## src/rtl/divider_seq_8bit_if.sv

```systemverilog
// ---------------------------------------------------------------------------
// divider_seq_8bit_if
// Operand/result bundle for the iterative 8-bit unsigned divider.
//   start        request, sampled by the divider only when it is ready
//   a, b         dividend / divisor, captured on the accepting edge
//   quotient     registered result, valid with done and held afterwards
//   remainder    registered result, same validity as quotient
//   busy         high while the divider is iterating
//   done         one-cycle completion pulse
//   div_by_zero  set with done when the captured divisor was zero
// Modports: master = issuing datapath, slave = divider.
// ---------------------------------------------------------------------------
interface divider_seq_8bit_if;
    logic       start;
    logic [7:0] a;
    logic [7:0] b;
    logic [7:0] quotient;
    logic [7:0] remainder;
    logic       busy;
    logic       done;
    logic       div_by_zero;

    modport master (
        output start, a, b,
        input  quotient, remainder, busy, done, div_by_zero
    );

    modport slave (
        input  start, a, b,
        output quotient, remainder, busy, done, div_by_zero
    );
endinterface

```

## src/rtl/divider_seq_8bit.sv

```systemverilog
// ---------------------------------------------------------------------------
// divider_seq_8bit
// Restoring unsigned 8-bit divider, one quotient bit per clock.
//   clk   rising-edge clock
//   rst   synchronous active-high reset (priority over start)
//   bus   divider_seq_8bit_if.slave: start/a/b in, quotient/remainder/
//         busy/done/div_by_zero out
// An accepted divide with b != 0 spends 8 cycles in BUSY, then one cycle
// in DONE with the results registered. A zero divisor jumps straight to
// DONE with quotient=FF, remainder=a and div_by_zero set. All outputs come
// straight from flops, so there is no combinational input-to-output path.
// ---------------------------------------------------------------------------
module divider_seq_8bit (
    input  logic                clk,
    input  logic                rst,
    divider_seq_8bit_if.slave   bus
);

    typedef enum logic [1:0] {
        S_IDLE = 2'd0,
        S_BUSY = 2'd1,
        S_DONE = 2'd2
    } state_t;

    state_t     state_q, state_d;
    logic [7:0] q_sh_q, q_sh_d;        // dividend shifting out / quotient shifting in
    logic [7:0] d_q, d_d;              // captured divisor
    // The partial remainder is architecturally 9 bits, but its top bit is
    // always 0 between iterations (R < D), so only the low 8 bits are held.
    logic [7:0] r_q, r_d;
    logic [2:0] cnt_q, cnt_d;
    logic [7:0] quotient_q, quotient_d;
    logic [7:0] remainder_q, remainder_d;
    logic       dbz_q, dbz_d;

    logic       ready;
    logic       accept;

    assign ready  = (state_q == S_IDLE) || (state_q == S_DONE);
    assign accept = ready && bus.start;

    // -----------------------------------------------------------------------
    // Trial subtract T = {R, Q[7]} - {0, D}, carry-lookahead form.
    // Subtraction is done as R' + ~{0,D} + 1; a carry out of bit 8 means
    // no borrow, i.e. the trial remainder is non-negative.
    // -----------------------------------------------------------------------
    logic [8:0] r_shift;
    logic [8:0] sub_b;
    logic [8:0] gen;
    logic [8:0] prop;
    logic [9:0] carry;
    logic [7:0] diff;
    logic       no_borrow;

    assign r_shift = {r_q, q_sh_q[7]};
    assign sub_b   = ~{1'b0, d_q};

    // Carry into bit n expanded directly from generate/propagate terms and
    // the carry-in, so each carry is an independent two-level function
    // rather than a chain through its neighbour.
    function automatic logic cla_carry(input logic [8:0] g,
                                       input logic [8:0] p,
                                       input int         n);
        logic c;
        c = 1'b1;
        for (int k = 0; k < 9; k++) begin
            if (k < n) begin
                c = g[k] | (p[k] & c);
            end
        end
        return c;
    endfunction

    assign carry[0] = 1'b1;

    genvar gi;
    generate
        for (gi = 0; gi < 9; gi++) begin : g_gp
            assign gen[gi]      = r_shift[gi] & sub_b[gi];
            assign prop[gi]     = r_shift[gi] ^ sub_b[gi];
            assign carry[gi+1]  = cla_carry(gen, prop, gi + 1);
        end
        // Bit 8 of the difference is only needed through its carry out.
        for (gi = 0; gi < 8; gi++) begin : g_sum
            assign diff[gi] = prop[gi] ^ carry[gi];
        end
    endgenerate

    assign no_borrow = carry[9];

    // -----------------------------------------------------------------------
    // FSM: state register
    // -----------------------------------------------------------------------
    always_ff @(posedge clk) begin
        if (rst) begin
            state_q <= S_IDLE;
        end else begin
            state_q <= state_d;
        end
    end

    // -----------------------------------------------------------------------
    // FSM: next state
    // -----------------------------------------------------------------------
    always_comb begin
        state_d = state_q;
        case (state_q)
            S_IDLE, S_DONE: begin
                if (bus.start) begin
                    state_d = (bus.b == 8'd0) ? S_DONE : S_BUSY;
                end else begin
                    state_d = S_IDLE;
                end
            end
            S_BUSY: begin
                if (cnt_q == 3'd7) begin
                    state_d = S_DONE;
                end
            end
            default: state_d = S_IDLE;
        endcase
    end

    // -----------------------------------------------------------------------
    // FSM: outputs (decoded from the state register only)
    // -----------------------------------------------------------------------
    always_comb begin
        bus.busy = (state_q == S_BUSY);
        bus.done = (state_q == S_DONE);
    end

    assign bus.quotient    = quotient_q;
    assign bus.remainder   = remainder_q;
    assign bus.div_by_zero = dbz_q;

    // -----------------------------------------------------------------------
    // Datapath next-state
    // -----------------------------------------------------------------------
    logic [7:0] q_iter;
    logic [7:0] r_iter;

    always_comb begin
        q_iter = {q_sh_q[6:0], no_borrow};
        r_iter = no_borrow ? diff : r_shift[7:0];

        q_sh_d      = q_sh_q;
        d_d         = d_q;
        r_d         = r_q;
        cnt_d       = cnt_q;
        quotient_d  = quotient_q;
        remainder_d = remainder_q;
        dbz_d       = dbz_q;

        if (accept) begin
            q_sh_d = bus.a;
            d_d    = bus.b;
            r_d    = 8'd0;
            cnt_d  = 3'd0;
            if (bus.b == 8'd0) begin
                quotient_d  = 8'hFF;
                remainder_d = bus.a;
                dbz_d       = 1'b1;
            end
        end else if (state_q == S_BUSY) begin
            q_sh_d = q_iter;
            r_d    = r_iter;
            cnt_d  = cnt_q + 3'd1;
            // Results are published only on the final iteration, so they
            // stay stable through IDLE and BUSY.
            if (cnt_q == 3'd7) begin
                quotient_d  = q_iter;
                remainder_d = r_iter;
                dbz_d       = 1'b0;
            end
        end
    end

    always_ff @(posedge clk) begin
        if (rst) begin
            q_sh_q      <= 8'd0;
            d_q         <= 8'd0;
            r_q         <= 8'd0;
            cnt_q       <= 3'd0;
            quotient_q  <= 8'd0;
            remainder_q <= 8'd0;
            dbz_q       <= 1'b0;
        end else begin
            q_sh_q      <= q_sh_d;
            d_q         <= d_d;
            r_q         <= r_d;
            cnt_q       <= cnt_d;
            quotient_q  <= quotient_d;
            remainder_q <= remainder_d;
            dbz_q       <= dbz_d;
        end
    end

endmodule

```

## src/flat_wrapper.sv

```systemverilog
// flat-port wrapper written by rule: the top's interface ports become plain ports
module divider_seq_8bit_flat 
  (clk, rst, bus_start, bus_a, bus_b, bus_quotient, bus_remainder, bus_busy, bus_done, bus_div_by_zero);
  divider_seq_8bit_if bus_i ();
  input  logic clk;
  input  logic rst;
  input wire logic [$bits(bus_i.start)-1:0] bus_start;
  input wire logic [$bits(bus_i.a)-1:0] bus_a;
  input wire logic [$bits(bus_i.b)-1:0] bus_b;
  output wire logic [$bits(bus_i.quotient)-1:0] bus_quotient;
  output wire logic [$bits(bus_i.remainder)-1:0] bus_remainder;
  output wire logic [$bits(bus_i.busy)-1:0] bus_busy;
  output wire logic [$bits(bus_i.done)-1:0] bus_done;
  output wire logic [$bits(bus_i.div_by_zero)-1:0] bus_div_by_zero;
  assign bus_i.start = bus_start;
  assign bus_i.a = bus_a;
  assign bus_i.b = bus_b;
  assign bus_quotient = bus_i.quotient;
  assign bus_remainder = bus_i.remainder;
  assign bus_busy = bus_i.busy;
  assign bus_done = bus_i.done;
  assign bus_div_by_zero = bus_i.div_by_zero;
  divider_seq_8bit u_core (.clk(clk), .rst(rst), .bus(bus_i));
endmodule
```

## config.mk

```make
export PLATFORM = sky130hd
export DESIGN_NAME = divider_seq_8bit_flat
export DESIGN_NICKNAME = d
export VERILOG_FILES = /design/src/rtl/divider_seq_8bit_if.sv /design/src/rtl/divider_seq_8bit.sv /design/src/flat_wrapper.sv
export SDC_FILE = /design/constraint.sdc
export NUM_CORES = 1
export LEC_CHECK = 0
export ABC_CLOCK_PERIOD_IN_PS = 8600
export CELL_PAD_IN_SITES_DETAIL_PLACEMENT = 1
export CELL_PAD_IN_SITES_GLOBAL_PLACEMENT = 1
export CORE_MARGIN = 5
export CORE_UTILIZATION = 42
export DETAILED_ROUTE_END_ITERATION = 7
export HOLD_SLACK_MARGIN = 0.15
export PLACE_DENSITY = 0.82
export REMOVE_ABC_BUFFERS = 1
export SETUP_SLACK_MARGIN = 0.02
export SLEW_MARGIN = 20
export SYNTH_ARGS = -nofsm -noshare
export SYNTH_HDL_FRONTEND = slang
export SYNTH_SLANG_ARGS = --single-unit
```

## constraint.sdc

```tcl
create_clock -name clk -period 8.6 [get_ports clk]
set_clock_uncertainty 0.2 [all_clocks]
set_input_delay 1.72 -clock clk [delete_from_list [all_inputs] [get_ports clk]]
set_output_delay 1.72 -clock clk [all_outputs]
set_load 0.05 [all_outputs]
```

==> metrics.txt <==
# TYPE chip_impl_metric gauge
chip_impl_metric{name="resized_gates_after_cts",unit=""} 0
chip_impl_metric{name="internal_power",unit="uW"} 343
chip_impl_metric{name="timing.final.setup_violations",unit=""} 0
chip_impl_metric{name="synth-seq-area-share",unit=""} 0.418
chip_impl_metric{name="ir_drop",unit="V"} 0.0000803
chip_impl_metric{name="drt_first_pass_iters",unit=""} 5
chip_impl_metric{name="cts.clk_slew.worst_paths",unit="ns"} 0.09
chip_impl_metric{name="place_congestion",unit=""} 0.765
chip_impl_metric{name="place.port_buffers",unit=""} 37
chip_impl_metric{name="dp_hpwl",unit="um"} 4100
chip_impl_metric{name="power_frac_clock",unit=""} 0.338
chip_impl_metric{name="cap_viol_max_count",unit=""} 0
chip_impl_metric{name="netlist_instances",unit=""} 251
chip_impl_metric{name="initialDrtViolationCount",unit=""} 96
chip_impl_info{name="unrepaired_setup_endpoints_after_global_routing",value="no"} 1
chip_impl_metric{name="p_seq_frac",unit=""} 0.472
chip_impl_metric{name="numClockSinks",unit=""} 46
chip_impl_metric{name="globalRouteMet3Util",unit=""} 0.0412
chip_impl_metric{name="cts_hold_buf",unit=""} 0
chip_impl_info{name="path_class",value="reg -> out"} 1
chip_impl_metric{name="min_period_over_period",unit=""} 0.550
chip_impl_info{name="mostFrequentLayoutCells",value="sky130_fd_sc_hd__dfxtp_1, sky130_fd_sc_hd__nand2_1, sky130_fd_sc_hd__clkdlybuf4s50_1"} 1
chip_impl_metric{name="avgViaCountPerCell",unit=""} 5.60
chip_impl_metric{name="syn-cell-area",unit="um^2"} 2200
chip_impl_metric{name="drt_drc_violations_left",unit=""} 0
chip_impl_metric{name="max-clock-path-buffers",unit=""} 2
chip_impl_metric{name="critical_path_data_arrival_time",unit="ns"} 2.81
chip_impl_metric{name="worst-r2r-setup-slack",unit="ns"} 4.05
chip_impl_metric{name="power_switching",unit="uW"} 145
chip_impl_metric{name="layout.cell_area.non_filler",unit="um^2"} 2700
chip_impl_info{name="synthFlopType",value="sky130_fd_sc_hd__dfxtp_1"} 1
chip_impl_metric{name="timing.critical_path.fanout_max",unit=""} 22
chip_impl_metric{name="pwr-share-comb",unit=""} 0.190
chip_impl_metric{name="via_count_of_the_first_global_routing_pass",unit=""} 1867
chip_impl_metric{name="grt_use_total",unit=""} 0.185
chip_impl_metric{name="grt_antenna_before_repair",unit=""} 0
chip_impl_info{name="setup.worst_path.end_class",value="output port"} 1
chip_impl_metric{name="clock_insertion_delay_worst_skew",unit="ns"} 0.31
chip_impl_metric{name="pin_count",unit=""} 38
chip_impl_metric{name="netlist-cell-type-count",unit=""} 33
chip_impl_metric{name="hold_violations",unit=""} 0
chip_impl_metric{name="ctsHtreeMaxLevel",unit=""} 2
chip_impl_metric{name="wl",unit="um"} 5800
chip_impl_metric{name="dieArea",unit="um^2"} 6790
chip_impl_metric{name="dpl_cell_area",unit="um^2"} 2580
chip_impl_metric{name="timing.slew.headroom",unit=""} 0.520
chip_impl_metric{name="placementRows",unit=""} 26
chip_impl_metric{name="largest_net_degree_at_the_start_of_global_routing",unit=""} 38
chip_impl_metric{name="cts_made_buffers",unit=""} 5
chip_impl_metric{name="n_antenna_cell",unit=""} 0
chip_impl_info{name="tritoncts_clock_tree",value="done"} 1
chip_impl_info{name="clockRootBuffer",value="sky130_fd_sc_hd__clkbuf_8"} 1
chip_impl_metric{name="synth_area_per_cell",unit="um^2"} 8.77
chip_impl_metric{name="yosysWarningCount",unit=""} 0
chip_impl_metric{name="fp.dieH",unit="um"} 82.4
chip_impl_metric{name="initial_cell_density_of_the_core",unit=""} 0.431
chip_impl_metric{name="layout_min_cycle_time",unit="ns"} 4.73
chip_impl_info{name="timing.critical_path.from_type",value="flip-flop"} 1
chip_impl_metric{name="cts_post_setup_buffers_inserted",unit=""} 0
chip_impl_info{name="hp-class",value="reg -> reg"} 1
chip_impl_metric{name="route.vias.total",unit=""} 1950
chip_impl_metric{name="static-leakage-power",unit="nW"} 0.881
chip_impl_metric{name="design.core.area",unit="um^2"} 5110
chip_impl_metric{name="grt_overflow",unit=""} 0
chip_impl_metric{name="layout_cell_share_with_drive_strength_beyond_1",unit=""} 0.0612
chip_impl_metric{name="final_nets",unit=""} 306
chip_impl_metric{name="syn_to_final_growth",unit="%"} 22.4
chip_impl_metric{name="max_freq",unit="MHz"} 211
chip_impl_info{name="mostFrequentLayoutCell",value="sky130_fd_sc_hd__dfxtp_1"} 1
chip_impl_metric{name="tightest_slew",unit="ns"} 0.719
chip_impl_metric{name="filler_cell_count",unit=""} 598
chip_impl_metric{name="ys_seq_elements",unit=""} 46
chip_impl_metric{name="pins_over_slew_limit",unit=""} 0
chip_impl_metric{name="worst_ep_required",unit="ns"} 6.68
chip_impl_info{name="busiest_layer",value="met2"} 1
chip_impl_metric{name="synth-edff-count",unit=""} 0
chip_impl_metric{name="globalRouteMet1Util",unit=""} 0.236
chip_impl_metric{name="met2_track_usage_gr",unit=""} 0.302
chip_impl_metric{name="synth-async-reset-ratio",unit=""} 0
chip_impl_metric{name="final_antenna_net_count",unit=""} 0
chip_impl_metric{name="sw_ratio",unit=""} 0.297
chip_impl_metric{name="cellPowerDensity",unit="nW/um^2"} 181
chip_impl_metric{name="width_of_the_die",unit="um"} 82.4
chip_impl_info{name="result_of_the_run",value="completed"} 1
chip_impl_metric{name="route.detailed.wl_per_inst",unit="um"} 16.7
chip_impl_metric{name="grt_first_pass_wirelength",unit="um"} 9370
chip_impl_metric{name="fin_tns_setup",unit="ns"} 0
[critical path, stage by stage (launching register included)]
cell and delay, ns:
sky130_fd_sc_hd__dfxtp_1 0.43, sky130_fd_sc_hd__nand2b_1 0.42, sky130_fd_sc_hd__inv_1 0.71, sky130_fd_sc_hd__clkdlybuf4s50_1 0.93
[flip-flops by register name, indices dropped and copies added (netlist names)]
| name | count |
|---|---|
| u_core.bus.quotient | 8 |
| u_core.bus.remainder | 8 |
| u_core.d_q | 8 |
| u_core.q_sh_q | 8 |
| u_core.r_q | 8 |
| u_core.cnt_q | 3 |
| u_core.state_q | 2 |
| u_core.bus.div_by_zero | 1 |
[power by group through the flow]
stage | logic (mW) | clock network (mW) | registers (mW)
2_1_floorplan | 0.0566 | 0 | 0.233
3_3_place_gp | 0.0881 | 0 | 0.235
3_5_place_dp | 0.0897 | 0 | 0.235
4_1_cts | 0.0920 | 0.168 | 0.230
5_1_grt | 0.103 | 0.179 | 0.232
6_report | 0.0924 | 0.165 | 0.230
[metal layers]
| layer | vias to the layer above | wire length, um |
|---|---|---|
| li1 | 952 | - |
| met1 | 939 | 2720 |
| met2 | 52 | 2690 |
| met3 | 7 | 300 |
| met4 | 0 | 92 |
| met5 | - | 0 |
[final timing paths]
check,cells past startpoint,end,startpoint
min,2,u_core.bus.div_by_zero,u_core.bus.div_by_zero
max reg2reg,13,u_core.bus.remainder[4],u_core.q_sh_q[7]
max,3,bus_busy,u_core.state_q[0]
min reg2reg,2,u_core.bus.div_by_zero,u_core.bus.div_by_zero
[cells by family after synthesis]
| logic type | share of synthesized area |
|---|---|
| muxes | 0.00455 |
| and+or+nand+nor | 0.192 |
| DFF | 0.418 |
| buffers and inverters | 0.0602 |
| adders and majority gates | 0.0807 |
| AOI/OAI and AO/OA | 0.240 |
| xor gates and xnor gates | 0.00398 |
[synthesized netlist by cell type, types with 2 or more instances]
library cell,instances,share of area
sky130_fd_sc_hd__dfxtp_1,46,0.42
sky130_fd_sc_hd__nand2_1,44,0.075
sky130_fd_sc_hd__a21oi_1,20,0.045
sky130_fd_sc_hd__nor2_1,17,0.029
sky130_fd_sc_hd__a311oi_1,15,0.060
sky130_fd_sc_hd__o211ai_1,14,0.048
sky130_fd_sc_hd__inv_1,10,0.017
sky130_fd_sc_hd__a31oi_1,9,0.026
sky130_fd_sc_hd__clkbuf_1,9,0.015
sky130_fd_sc_hd__o21ai_0,9,0.020
sky130_fd_sc_hd__buf_2,8,0.018
sky130_fd_sc_hd__nand3_1,8,0.018
sky130_fd_sc_hd__a211oi_1,7,0.024
sky130_fd_sc_hd__fa_1,7,0.064
sky130_fd_sc_hd__nand2b_1,5,0.014
sky130_fd_sc_hd__ha_1,3,0.017
sky130_fd_sc_hd__clkbuf_2,2,0.0045
sky130_fd_sc_hd__nor2b_1,2,0.0057
sky130_fd_sc_hd__nor4_4,2,0.019
[metrics by stage]
stage / worst slack [ns] / total power, mW / utilization / hold slack [ns] / instances
global route: 3.71 / 0.514 / 0.528 / 0.280 / 348
detailed placement: 4.10 / 0.325 / 0.505 / 0.247 / 340
floorplan: 4.54 / 0.290 / - / 0.230 / 231
finish: 3.87 / 0.487 / 0.528 / 0.257 / 348
global placement: 4.17 / 0.323 / 0.505 / 0.244 / 340
CTS: 3.90 / 0.490 / 0.527 / 0.258 / 348
[area by class of cell]
type	instances	area (um^2)	share of cell area
multi-input combinational	175	1150	0.427
clock buffer	5	68.8	0.0255
sequential	46	921	0.342
tap	70	87.6	0.0325
timing repair buffer	39	385	0.143
clock inverter	3	45.0	0.0167
inverter	10	37.5	0.0139
Note: power is estimated with default switching activity, not from simulation.
